[config.mk]
export PLATFORM = sky130hd
export DESIGN_NAME = store_merge_mem
export DESIGN_NICKNAME = d
export VERILOG_FILES = /design/src/rtl/store_merge_mem.sv
export SDC_FILE = /design/constraint.sdc
export NUM_CORES = 1
export LEC_CHECK = 0
export BUFFER_PORTS_ARGS = -buffer_cell sky130_fd_sc_hd__buf_2
export CORE_MARGIN = 5
export CORE_UTILIZATION = 48
export DETAILED_ROUTE_END_ITERATION = 16
export GPL_ROUTABILITY_DRIVEN = 0
export PLACE_DENSITY = 0.78
export SKIP_LAST_GASP = 1
export SYNTH_ARGS = -nofsm -noshare
export SYNTH_HDL_FRONTEND = slang
export SYNTH_SLANG_ARGS = --single-unit
[constraint.sdc]
create_clock -name clk -period 2.5 [get_ports clk]
set_input_delay 0.25 -clock clk [delete_from_list [all_inputs] [get_ports clk]]
set_output_delay 0.25 -clock clk [all_outputs]
set_load 0.05 [all_outputs]
[src/rtl/store_merge_mem.sv]
// MEM-stage store unit: narrows a register value into a byte/halfword/word lane
// of word-addressed synchronous RAM via read-modify-write, reporting done/misalign.
module store_merge_mem #(
    parameter int MEM_AW = 10
) (
    input  logic              clk,
    input  logic              reset,
    input  logic              start,
    input  logic [1:0]        op,
    input  logic [31:0]       addr,
    input  logic [31:0]       wdata,
    output logic              busy,
    output logic              done,
    output logic              misalign,
    output logic [MEM_AW-1:0] mem_addr,
    output logic              mem_we,
    output logic [31:0]       mem_wdata,
    input  logic [31:0]       mem_rdata
);

    // state | meaning
    // IDLE  | waiting for start
    // READ  | RAM read of target word (sb/sh only)
    // WRITE | mem_we high, merged or full word written
    // DONE  | one-cycle done pulse, misalign valid
    typedef enum logic [1:0] {IDLE, READ, WRITE, DONE} state_t;

    localparam logic [1:0] OP_SW = 2'b00;
    localparam logic [1:0] OP_SH = 2'b01;
    localparam logic [1:0] OP_SB = 2'b10;

    state_t              state;
    state_t              state_nxt;
    logic [1:0]          op_q;
    logic [MEM_AW+1:0]   addr_q;
    logic [31:0]         wdata_q;
    logic                mis_q;
    logic                req_mis;
    logic                accept;
    logic [31:0]         merged;
    logic                unused_addr_hi;

    // Upper address bits are dropped on purpose: addresses wrap modulo RAM size.
    assign unused_addr_hi = ^addr[31:MEM_AW+2];

    assign accept = (state == IDLE) && start;

    always_comb begin
        req_mis = 1'b0;
        case (op)
            OP_SW:   req_mis = (addr[1:0] != 2'b00);
            OP_SH:   req_mis = addr[0];
            OP_SB:   req_mis = 1'b0;
            default: req_mis = 1'b1;
        endcase
    end

    always_ff @(posedge clk or posedge reset) begin
        if (reset) begin
            state   <= IDLE;
            op_q    <= '0;
            addr_q  <= '0;
            wdata_q <= '0;
            mis_q   <= 1'b0;
        end else begin
            state <= state_nxt;
            if (accept) begin
                op_q    <= op;
                addr_q  <= addr[MEM_AW+1:0];
                wdata_q <= wdata;
                mis_q   <= req_mis;
            end
        end
    end

    always_comb begin
        state_nxt = state;
        case (state)
            IDLE: begin
                if (start) begin
                    if (req_mis)         state_nxt = DONE;
                    else if (op == OP_SW) state_nxt = WRITE;
                    else                 state_nxt = READ;
                end
            end
            READ:    state_nxt = WRITE;
            WRITE:   state_nxt = DONE;
            DONE:    state_nxt = IDLE;
            default: state_nxt = IDLE;
        endcase
    end

    always_comb begin
        merged = mem_rdata;
        case (op_q)
            OP_SW: merged = wdata_q;
            OP_SH: begin
                if (addr_q[1]) merged[31:16] = wdata_q[15:0];
                else           merged[15:0]  = wdata_q[15:0];
            end
            OP_SB:   merged[{addr_q[1:0], 3'b000} +: 8] = wdata_q[7:0];
            default: merged = mem_rdata;
        endcase
    end

    // Outputs decode straight from state so an async reset clears them at once.
    assign busy      = (state != IDLE);
    assign done      = (state == DONE);
    assign misalign  = (state == DONE) && mis_q;
    assign mem_we    = (state == WRITE);
    assign mem_addr  = addr_q[MEM_AW+1:2];
    assign mem_wdata = (state == WRITE) ? merged : 32'h0;

endmodule

==> impl_metrics.env <==
export IMPL_irDropWorstVdd_mv=0.873
export IMPL_gr_total_overflow=0
export IMPL_finalPower_mw=7.00
export IMPL_relSlewSlack=0.591
export IMPL_holdWs_ns=0.0788
export IMPL_ios=147
export IMPL_syn_nets=424
export IMPL_dieArea_mm2=0.00864
export IMPL_maxCapViolCount=0
export IMPL_core_area_mm2=0.00676
export IMPL_die_h_um=92.9
export IMPL_dp_hpwl_um=7230
export IMPL_fin_util=0.638
export IMPL_detail_route_wl_per_cell_um=19.0
export IMPL_dr_pass1_iters=4
export IMPL_ant_nets=0
export IMPL_rrSetupSlack_ns=0.76
export IMPL_routed_wl_um=9740
export IMPL_layout_drive_gt1_share=0.516
export IMPL_setup_viol=0
export IMPL_netlist_top_cells_area="dfrtp_1, mux2_2, mux2_1, a21oi_1, ha_1"
export IMPL_setup_worst_path_end="mem_wdata[26]"
export IMPL_drc=0
export IMPL_cp_slowest_cell="dfrtp_1"
export IMPL_cts_tree="yes"
export IMPL_first_global_vias=3060
export IMPL_cp_max_fo=7
export IMPL_antenna_diode_count=0
export IMPL_fill_cells=581
export IMPL_rr_startpoint="state[0]"
export IMPL_synth_avg_cell_area_um2=10.5
export IMPL_hold_viol_final=0
export IMPL_crit_chain="inv_2 -> ha_4 -> and4bb_2 -> nor4b_4 -> buf_6 -> a221o_1 -> clkbuf_4"
export IMPL_critPathMaxStageDelay_ns=0.40
export IMPL_row_count=30
export IMPL_finalCriticalPeriod_ns=2.43
export IMPL_cts_sinks=49
export IMPL_grtUsageTotal=0.219
export IMPL_period_share=0.971
export IMPL_yosysSeqAreaShare=0.371
export IMPL_fin_worst_skew_ns=0.00819
export IMPL_cts_clk_slew_worst_paths_ns=0.10
export IMPL_critical_path_class="reg -> out"
export IMPL_num_vias=3023
export IMPL_antenna_found_initial=0
export IMPL_path_delay_family="buffers and inverters"
export IMPL_end_kind="output pin"
export IMPL_fmax_mhz=412
export IMPL_start_util=0.489
export IMPL_cts_buffers=5
export IMPL_syn_inst=314
export IMPL_syn_area_mm2=0.00330
export IMPL_worst_endpoint_required_ns=2.25
export IMPL_worst_path_buf_inv=3
export IMPL_cts_htree_levels=2
export IMPL_fin_setup_tns_ns=0
export IMPL_die_w_um=92.9
export IMPL_hp_class="in -> async"
export IMPL_start_kind="flop"
export IMPL_drtIter0Drc=161
export IMPL_yosys_area_top_type_share=0.371
export IMPL_yosysTopAreaCell="dfrtp_1"
export IMPL_grt_max_degree=50
export IMPL_ys_ff_latch=49
export IMPL_viasPerCell=5.88
export IMPL_fin_nets=543
export IMPL_fin_ws_ns=0.0718
export IMPL_ys_async_sr_fraction=1.00
export IMPL_clk_latency_ns=0.31
export IMPL_timing_rr_end="wdata_q[9]"
export IMPL_cp_depth=7
export IMPL_area_growth_pct=30.5
export IMPL_power_density_mw_per_mm2=1620
export IMPL_grt_pass1_wl_um=15000
export IMPL_ctsLongestPathBuffers=2
export IMPL_multi_input_area_mm2=0.00202
export IMPL_startpoint="addr_q[0]"
export IMPL_synth_edf_count=0
export IMPL_cts_root_buffer_cell="clkbuf_8"
export IMPL_synth_cell_type_count=44
export IMPL_seq_area_mm2=0.00123
export IMPL_synth_ff_type="dfrtp_1"
export IMPL_maxSlewViolCount=0
export IMPL_ys_warn_count=0
export IMPL_tightest_slew_ns=0.614
export IMPL_worstPathArrival_ns=2.18
export IMPL_portBuffers=126
export IMPL_place_worst_setup_slack_ns=0.122
export IMPL_rsz0062_at_grt="yes"
export IMPL_r2r_cells=5
export IMPL_status="complete, no violations"
export IMPL_p_leak_nw=1.90
[worst min path at each step]
stage	startpoint	to	slack (ns)
floorplan	addr[10]	addr_q[10]	0.38
global placement	reset	addr_q[9]	0.44
detailed placement	reset	addr_q[9]	0.45
CTS	reset	wdata_q[0]	0.11
global route	reset	wdata_q[0]	0.14
finish	reset	wdata_q[0]	0.08
[cells by family (layout without fill, tap and decap cells)]
| logic type | count (synthesis) | count (layout) | synth area share |
|---|---|---|---|
| adders and majority gates | 9 | 9 | 0.0341 |
| and+or+nand+nor | 55 | 55 | 0.119 |
| DFF | 49 | 49 | 0.371 |
| muxes | 56 | 56 | 0.191 |
| buffers and inverters | 39 | 159 | 0.0686 |
| AOI/OAI and AO/OA | 106 | 106 | 0.216 |
[cell type report]
class | count | area share
Tap cell | 80 | 0.0232
Sequential cell | 49 | 0.285
Timing Repair Buffer | 143 | 0.189
Inverter | 8 | 0.00697
Clock inverter | 3 | 0.0107
Clock buffer | 5 | 0.0160
Multi-Input combinational cell | 226 | 0.469
[power by group]
group | internal (mW) | total [mW] | switching (mW) | leakage [nW]
Clock | 0.300 | 0.578 | 0.279 | 0.0543
Sequential | 1.20 | 1.65 | 0.444 | 0.578
Combinational | 1.68 | 4.78 | 3.10 | 1.26
Total | 3.18 | 7.00 | 3.83 | 1.90
[metrics by stage]
step	area, um^2	std cells
floorplan	3430	314
global placement	4090	503
detailed placement	4090	503
CTS	4230	513
global route	4310	514
finish	4310	514
[synthesized netlist by cell type, types with 5 or more instances]
| library cell | number |
|---|---|
| dfrtp_1 | 49 |
| a221o_1 | 7 |
| or2_2 | 5 |
| mux2_1 | 26 |
| nand2_1 | 7 |
| a32oi_1 | 8 |
| o2bb2ai_1 | 8 |
| ha_1 | 9 |
| nand3_1 | 7 |
| nor2b_1 | 12 |
| o21ai_0 | 9 |
| buf_2 | 13 |
| o21ai_1 | 17 |
| nand2b_1 | 10 |
| a21oi_1 | 32 |
| mux2_2 | 29 |
| buf_4 | 11 |
| inv_1 | 6 |
| o221ai_1 | 8 |
| o22ai_1 | 8 |
[sequential cells by signal, summed over array words and instances (netlist names)]
signal,flops
state,2
wdata_q,32
addr_q,12
mis_q,1
op_q,2
[cell usage in the layout, fill, tap and decap left out, types with 8 or more instances in the layout]
| master | count |
|---|---|
| a21oi_4 | 8 |
| buf_2 | 118 |
| o22ai_1 | 8 |
| o221ai_1 | 8 |
| mux2_2 | 29 |
| a32oi_1 | 8 |
| mux2_1 | 26 |
| nand2b_1 | 10 |
| buf_4 | 18 |
| a21oi_1 | 16 |
| a21oi_2 | 9 |
| dfrtp_1 | 48 |
| o21ai_0 | 9 |
| nor2b_1 | 11 |
| o21ai_1 | 17 |
[worst min-delay path, delay by kind of cell]
kind                   cells  cell delay [ns]
buffers and inverters      3             0.62
[metal layers]
layer,up-vias,GRT usage,share of wire
met4,0,0.0806,0.019
met5,-,0,0
met3,16,0.0406,0.065
met1,1476,0.268,0.40
met2,112,0.382,0.52
li1,1419,-,-
[timing repair]
item,in CTS,in global routing
buffers inserted,2,1
endpoints found under the hold margin,0,0
hold buffers,0,0
setup endpoints to repair,23,30
pin swaps,0,2
resized for setup,2,28
No activity file was read; power rests on OpenSTA's default activity.
